<file path="src/rtl/id_ex_stage.sv">
// ID/EX pipeline register feeding the ALU. Operands are forwarded from MEM/WB
// and a load-use stall is raised back to decode.
module id_ex_fwd #(
  parameter int DATA_W = 32,
  parameter int REG_W  = 5
) (
  input  logic [REG_W-1:0]  src,
  input  logic [DATA_W-1:0] stored,
  input  logic              mem_reg_write,
  input  logic [REG_W-1:0]  mem_rd,
  input  logic [DATA_W-1:0] mem_result,
  input  logic              wb_reg_write,
  input  logic [REG_W-1:0]  wb_rd,
  input  logic [DATA_W-1:0] wb_result,
  output logic [DATA_W-1:0] fwd
);
  // MEM is the younger producer, so it beats WB; r0 is hard-wired zero.
  always_comb begin
    fwd = stored;
    if (mem_reg_write && mem_rd != '0 && mem_rd == src)
      fwd = mem_result;
    else if (wb_reg_write && wb_rd != '0 && wb_rd == src)
      fwd = wb_result;
  end
endmodule

module id_ex_stage #(
  parameter int DATA_W = 32,
  parameter int REG_W  = 5
) (
  input  logic              clk,
  input  logic              rst_n,
  input  logic              id_valid,
  input  logic [REG_W-1:0]  id_rs,
  input  logic [REG_W-1:0]  id_rt,
  input  logic [REG_W-1:0]  id_rd,
  input  logic [DATA_W-1:0] id_rs_data,
  input  logic [DATA_W-1:0] id_rt_data,
  input  logic [DATA_W-1:0] id_imm,
  input  logic [2:0]        id_alu_cs,
  input  logic              id_use_imm,
  input  logic              id_reg_dst,
  input  logic              id_reg_write,
  input  logic              id_mem_read,
  input  logic              id_mem_write,
  input  logic              hold,
  input  logic              flush,
  input  logic              mem_reg_write,
  input  logic [REG_W-1:0]  mem_rd,
  input  logic [DATA_W-1:0] mem_result,
  input  logic              wb_reg_write,
  input  logic [REG_W-1:0]  wb_rd,
  input  logic [DATA_W-1:0] wb_result,
  output logic              ex_valid,
  output logic [DATA_W-1:0] ex_a,
  output logic [DATA_W-1:0] ex_b,
  output logic [2:0]        ex_alu_cs,
  output logic [DATA_W-1:0] ex_store_data,
  output logic [REG_W-1:0]  ex_dest,
  output logic              ex_reg_write,
  output logic              ex_mem_read,
  output logic              ex_mem_write,
  output logic              id_stall
);
  typedef struct packed {
    logic              valid;
    logic [REG_W-1:0]  rs;
    logic [REG_W-1:0]  rt;
    logic [REG_W-1:0]  dest;
    logic [DATA_W-1:0] rs_data;
    logic [DATA_W-1:0] rt_data;
    logic [DATA_W-1:0] imm;
    logic [2:0]        alu_cs;
    logic              use_imm;
    logic              reg_write;
    logic              mem_read;
    logic              mem_write;
  } stage_t;

  stage_t st, cap;
  logic   wb_hit_rs, wb_hit_rt;
  logic [1:0][REG_W-1:0]  src;
  logic [1:0][DATA_W-1:0] stored, fwd;

  always_comb begin
    cap           = '0;
    cap.valid     = 1'b1;
    cap.rs        = id_rs;
    cap.rt        = id_rt;
    cap.dest      = id_reg_dst ? id_rd : id_rt;
    cap.rs_data   = id_rs_data;
    cap.rt_data   = id_rt_data;
    cap.imm       = id_imm;
    cap.alu_cs    = id_alu_cs;
    cap.use_imm   = id_use_imm;
    cap.reg_write = id_reg_write;
    cap.mem_read  = id_mem_read;
    cap.mem_write = id_mem_write;
  end

  assign id_stall = st.valid & st.mem_read & (st.dest != '0) & id_valid &
                    ((id_rs == st.dest) | (id_rt == st.dest));

  // A result retiring from WB while held would otherwise be lost once WB moves on.
  assign wb_hit_rs = wb_reg_write && wb_rd != '0 && wb_rd == st.rs;
  assign wb_hit_rt = wb_reg_write && wb_rd != '0 && wb_rd == st.rt;

  always_ff @(posedge clk or negedge rst_n) begin
    if (!rst_n) begin
      st <= '0;
    end else if (flush) begin
      st.valid     <= 1'b0;
      st.reg_write <= 1'b0;
      st.mem_read  <= 1'b0;
      st.mem_write <= 1'b0;
    end else if (hold) begin
      if (wb_hit_rs) st.rs_data <= wb_result;
      if (wb_hit_rt) st.rt_data <= wb_result;
    end else if (id_stall || !id_valid) begin
      st <= '0;
    end else begin
      st <= cap;
    end
  end

  assign src    = {st.rt, st.rs};
  assign stored = {st.rt_data, st.rs_data};

  for (genvar i = 0; i < 2; i++) begin : g_fwd
    id_ex_fwd #(.DATA_W(DATA_W), .REG_W(REG_W)) u_fwd (
      .src          (src[i]),
      .stored       (stored[i]),
      .mem_reg_write(mem_reg_write),
      .mem_rd       (mem_rd),
      .mem_result   (mem_result),
      .wb_reg_write (wb_reg_write),
      .wb_rd        (wb_rd),
      .wb_result    (wb_result),
      .fwd          (fwd[i])
    );
  end

  assign ex_valid      = st.valid;
  assign ex_a          = fwd[0];
  assign ex_b          = st.use_imm ? st.imm : fwd[1];
  assign ex_store_data = fwd[1];
  assign ex_alu_cs     = st.alu_cs;
  assign ex_dest       = st.dest;
  assign ex_reg_write  = st.valid & st.reg_write;
  assign ex_mem_read   = st.valid & st.mem_read;
  assign ex_mem_write  = st.valid & st.mem_write;
endmodule

</file>
<file path="config.mk">
export PLATFORM = sky130hd
export DESIGN_NAME = id_ex_stage
export DESIGN_NICKNAME = d
export VERILOG_FILES = /design/src/rtl/id_ex_stage.sv
export SDC_FILE = /design/constraint.sdc
export NUM_CORES = 1
export LEC_CHECK = 0
export BUFFER_PORTS_ARGS = -buffer_cell sky130_fd_sc_hd__buf_4
export CORE_MARGIN = 3
export CORE_UTILIZATION = 50
export DETAILED_ROUTE_END_ITERATION = 12
export GPL_TIMING_DRIVEN = 1
export MAX_ROUTING_LAYER = met4
export PLACE_DENSITY = 0.91
export SYNTH_ARGS = -nofsm -noshare
export SYNTH_HDL_FRONTEND = slang
export SYNTH_SLANG_ARGS = --single-unit
export TNS_END_PERCENT = 100
</file>
<file path="constraint.sdc">
create_clock -name clk -period 2.7 [get_ports clk]
set_input_delay 0.27 -clock clk [delete_from_list [all_inputs] [get_ports clk]]
set_output_delay 0.27 -clock clk [all_outputs]
set_load 0.01 [all_outputs]
</file>
## Word-level counts from Yosys, hierarchy flattened

Cells that the tools add are included.
W data, S select, Z words.

- Flip-flop bits (word level): 119
- Latch bits: 0
- RAM bits: 0
- Memory bits (read-only): 0
- Input bits: 200
- Output and inout bits: 109
- Word-level logic and storage cells: 52
- Memories: 0

- Add/subtract/negate cells: 0
- Multipliers: 0
- Div/mod/pow operators: 0
- Order comparisons: 0
- Eq/ne operators: 7
- Shift-type cells: 0
- Mux-type cells: 12
- Bitwise operators: 9
- Reduce and logical (&&, ||, !) cells: 12

Operators with widths:

| kind | count |
|---|---|
| $mux W32 | 5 |
| $mux W119 | 1 |
| $mux W64 | 1 |
| $eq A5 B5 Y1 | 6 |
| $mux W16 | 1 |
| $reduce_bool A5 Y1 | 3 |
| $and A1 B1 Y1 | 6 |
| $logic_and A1 B1 Y1 | 6 |
| $mux W3 | 2 |
| $mux W5 | 1 |
| $ne A2 B1 Y1 const B | 1 |
| $not A1 Y1 | 2 |
| $reduce_and A2 Y1 | 1 |
| $logic_not A1 Y1 | 1 |
| $logic_or A1 B1 Y1 | 1 |
| $mux W1 | 1 |
| $or A1 B1 Y1 | 1 |

## Longest topological paths before layout

- Depth in word-level cells: 8
- Depth in mapped cells: 7
- Gate-level depth less buffers: 5

## Cells and area by module

Synthesis repeated with hierarchy kept, for this count alone.

- Cell total of the unflattened synthesis: 904
- Area total of the unflattened synthesis: 8364.3 um^2

By module, submodules not included:

| module | times used | cells an instance | area an instance (um^2) | seq. area each (um^2) |
|---|---|---|---|---|
| id_ex_stage | 1 | 534 | 6029.5 | 2977.9 |
| id_ex_fwd | 2 | 185 | 1167.4 | 0.0 |

## Least setup slack after synthesis

No wires, ideal clock.

- Kind: register to output
- Start: register st (netlist bit src[5])
- End: output ex_b[20]
- Arrival time: 1997 ps
- Data required time: 2430 ps
- Slack: 433 ps
- Stages on the path, launching flop included: 8
- Buffers on the path: 2
- Cells stage by stage: dfrtp_1 > xor2_1 > or3_1 > clkbuf_1 > buf_2 > o31ai_1 > a31oi_1 > mux2_2

- Word-level cells in the longest chain between the ends: 5
- Elaborated cells on any way between the ends: 7
- Classes of those cells: eq/ne (2); mux (3); reduce/logical (2)

Ends and longest elaborated chain:

| element | RTL line | source |
|---|---|---|
| from (decl) | 80 | `stage_t st, cap;` |
| from (signal assigned) | 122 | `st <= cap;` |
| $eq A5 B5 Y1 | 22 | `else if (wb_reg_write && wb_rd != '0 && wb_rd == src)` |
| $logic_and A1 B1 Y1 | 22 |  |
| $mux W32 | n/a |  |
| $mux W32 * | 20 | `if (mem_reg_write && mem_rd != '0 && mem_rd == src)` |
| net ex_store_data[20] | 58 | `output logic [DATA_W-1:0] ex_store_data,` |
| $mux W32 * | 145 | `assign ex_b = st.use_imm ? st.imm : fwd[1];` |
| to (decl) | 56 | `output logic [DATA_W-1:0] ex_b,` |

The timed path passes the listed nets; every way through them passes the cells marked *.

## Final worst setup path

- Start: register st (netlist bit src[7])
- End: output ex_b[21]

- Word-level cells in the longest chain between the ends: 5
- Elaborated cells on any way between the ends: 7
- Classes of those cells: eq/ne (2); mux (3); reduce/logical (2)

Ends and longest elaborated chain:

| element | RTL line |
|---|---|
| $eq A5 B5 Y1 | 22 |
| $logic_and A1 B1 Y1 | 22 |
| $mux W32 | n/a |
| $mux W32 * | 20 |
| $mux W32 * | 145 |

Mark *: on every way between the ends. The rest lies on a longest branch, timed or not.

==> results.sh <==
export IMPL_vdd_ir_drop_max_v=0.000554
export IMPL_yosys_warnings=0
export IMPL_arrival_ns=2.61
export IMPL_dp_hpwl_um=22100
export IMPL_gp_congestion=1.03
export IMPL_synth_top_area_share_pct=38.5
export IMPL_groute_usage_overall_pct=38.8
export IMPL_pin_count=309
export IMPL_timing_rr_end="st[80]"
export IMPL_rrSetupSlack_ns=0.18
export IMPL_dr_pass1_iters=7
export IMPL_grt_pass1_wl_um=49100
export IMPL_p_seq_share_pct=31.7
export IMPL_skew_ns=0.0113
export IMPL_yosysTopAreaCell="dfrtp_1"
export IMPL_finalCriticalPeriod_ns=2.88
export IMPL_initial_core_util_pct=52.2
export IMPL_relSlewSlack_pct=46.4
export IMPL_required_ns=2.43
export IMPL_setup_viol=40
export IMPL_endpoint_kind="primary output"
export IMPL_fin_ws_ns=-0.178
export IMPL_cp_max_fo=16
export IMPL_p_leak_nw=5.47
export IMPL_worst_r2r_cell_count=6
export IMPL_worst_pin_slew_ns=0.804
export IMPL_fin_nets=1311
export IMPL_min_period_over_period_pct=107
export IMPL_share_comb_of_total_power_pct=33.9
export IMPL_fill_cells=839
export IMPL_holdCritPathClass="in2reg"
export IMPL_fmax_mhz=348
export IMPL_startpoint="src[7]"
export IMPL_netlist_instances=818
export IMPL_detail_route_wirelength_um=37900
export IMPL_cap_violations=0
export IMPL_clock_sinks=119
export IMPL_synth_fp_nets=1018
export IMPL_core_area_um2=14800
export IMPL_fin_tns_setup_ns=-4.64
export IMPL_path_clk_slew_ns=0.07
export IMPL_die_w_um=130
export IMPL_synth_cell_types=35
export IMPL_hold_viol_final=0
export IMPL_worst_skew_pair_late_latency_ns=0.43
export IMPL_cts_tree="yes"
export IMPL_final_util_pct=80.8
export IMPL_reg2reg_from="ex_dest[1]"
export IMPL_ys_ff_latch=119
export IMPL_p_clk_share_pct=34.3
export IMPL_design_area_um2=12000
export IMPL_clockBufferDepth=2
export IMPL_root_buffer="clkbuf_16"
export IMPL_power_density_nw_per_um2=576
export IMPL_num_vias=9398
export IMPL_maxSlewViolCount=0
export IMPL_outcome="finished, violations left"
export IMPL_cts_htree_levels=4
export IMPL_grt_pass1_vias=8565
export IMPL_total_power_w=0.00689
export IMPL_min_delay_start="id_imm[28]"
export IMPL_synth_avg_cell_area_um2=9.46
export IMPL_dpl_cell_area_um2=10200
export IMPL_rsz0062_at_grt="yes"
export IMPL_fp_dieArea_um2=17000
export IMPL_layout_drive_gt1_share_pct=45.8
export IMPL_synthesis_area_um2=7740
export IMPL_worstSetupPathType="reg2out"
export IMPL_start_kind="register"
export IMPL_antenna_cells=0
export IMPL_synth_area_leaders="dfrtp_1 (38%), a22o_1 (9.4%), mux2i_1 (8.3%), mux2_2 (5.4%), a221o_1 (4.1%)"
export IMPL_antenna_left=0
export IMPL_rows=44
export IMPL_numCtsBuffers=17
export IMPL_die_h_um=130
export IMPL_endpoint="ex_b[21]"
export IMPL_numPortBuffers=308
export IMPL_violations="setup timing"
export IMPL_drc=0
export IMPL_antenna_found_initial=0
export IMPL_area_growth_pct=54.7
export IMPL_cell_internal_pwr_w=0.00444
export IMPL_p_switching_w=0.00245
export IMPL_power_share_switching_pct=35.5
export IMPL_post_place_ws_ns=0.171
export IMPL_drt_iter0_drc=1491
export IMPL_grt_overflow=0
export IMPL_grt_max_degree=66
export IMPL_avgRoutedWirePerCell_um=29.0
export IMPL_viasPerCell=7.19
export IMPL_synth_seq_area_share_pct=38.5
==> layer usage <==
layer	part of all wire, %	GRT usage, %
met1	36	49.4
met2	46	59.4
met3	12	9.27
met4	6.4	17.0
met5	0	-
==> worst max-delay path, stage by stage, from the launching register on <==
cell and delay, ns:
dfrtp_1 0.43, xor2_1 0.21, or3_4 0.40, buf_16 0.21
o31ai_4 0.30, a31oi_2 0.17, mux2_2 0.31, buf_4 0.15
==> power by group through the flow <==
stage	sequential, W	combinational (W)	clock, W
floorplan	0.00211	0.000973	0
global placement	0.00214	0.00184	0
detailed placement	0.00215	0.00188	0
CTS	0.00215	0.00206	0.00233
global route	0.00220	0.00242	0.00244
finish	0.00219	0.00234	0.00236
==> registers in the layout (all words and copies together), names as in the netlist <==
signal and flops:
ex_dest 5, ex_alu_cs 3, ex_valid 1, st 100
src 10
==> how the worst min path moves through the flow <==
stage / endpoint / slack (ns) / depth (start not counted)
after floorplan: ex_alu_cs[0] / -0.03 / 0
after CTS: st[33] / 0.04 / 2
after detailed placement: st[94] / 0.20 / 1
final: st[35] / 0.06 / 2
after global placement: st[95] / 0.20 / 1
after global routing: st[16] / 0.05 / 2
==> area by class of cell <==
| cell class | count | area [um2] | share of cell area, % |
|---|---|---|---|
| flip-flops and latches | 119 | 2980 | 24.9 |
| clock buffers | 18 | 439 | 3.67 |
| multi-input cells | 601 | 5110 | 42.7 |
| clock inverters | 14 | 155 | 1.30 |
| well taps | 184 | 230 | 1.92 |
| repair buffers | 370 | 3050 | 25.5 |
| inverters | 2 | 7.51 | 0.0627 |
==> stage by stage <==
stage	cells	hold slack (ns)
after floorplan	818	-0.0256
after global placement	1248	0.196
after detailed placement	1248	0.195
after CTS	1289	0.0418
after global routing	1308	0.0518
final	1308	0.0566
==> logic make-up (layout without fill, tap and decap cells) <==
| logic type | Yosys count | in the layout | synth area share (%) |
|---|---|---|---|
| compound gates | 256 | 256 | 25.6 |
| simple gates | 214 | 214 | 13.0 |
| flops | 119 | 119 | 38.5 |
| mux | 101 | 101 | 13.7 |
| buf+inv | 98 | 404 | 5.82 |
| xor+xnor | 30 | 30 | 3.40 |
==> synth_stat cells (all sizes together) <==
cell and number:
a21o 33, a21oi 35, a221o 32, a22o 83
a22oi 1, a31oi 35, and2 2, buf 43
clkbuf 53, dfrtp 119, inv 2, mux2 37
mux2i 64, nand2 65, nand3 31, nand4 33
nor2 37, nor2b 1, nor3 35, nor4 1
nor4b 1, o211ai 1, o21a 1, o21ai 2
o311a 1, o31ai 32, or2 3, or3 1
or4 4, xnor2 11, xor2 19
==> layout by cell type, fill, tap and decap left out, types with 2 or more instances in the layout <==
master / count
mux2i_1: 61
o31ai_4: 30
and2_1: 2
nor3_1: 34
nor2_1: 36
xnor2_1: 9
mux2_2: 29
nand4_1: 33
xnor2_2: 2
buf_12: 10
o31ai_2: 2
buf_6: 4
buf_4: 348
inv_1: 2
dfrtp_1: 118
a31oi_1: 8
mux2_4: 8
a21oi_1: 34
buf_16: 2
inv_8: 5
a31oi_4: 12
a22o_1: 83
a31oi_2: 15
xor2_1: 19
mux2i_2: 3
or4_1: 3
a21o_1: 33
a221o_1: 32
clkinv_4: 4
nand2_1: 65
nand3_1: 31
clkbuf_16: 22
inv_6: 3
==> repair_timing <==
item	4_1_cts	5_1_grt
endpoints found under the setup margin	41	76
pin swaps	11	15
endpoints found under the hold margin	20	0
buffers inserted	7	14
cloned	1	5
resized for setup	77	57
hold buffers	1	0
(Power assumes the default switching activity.)
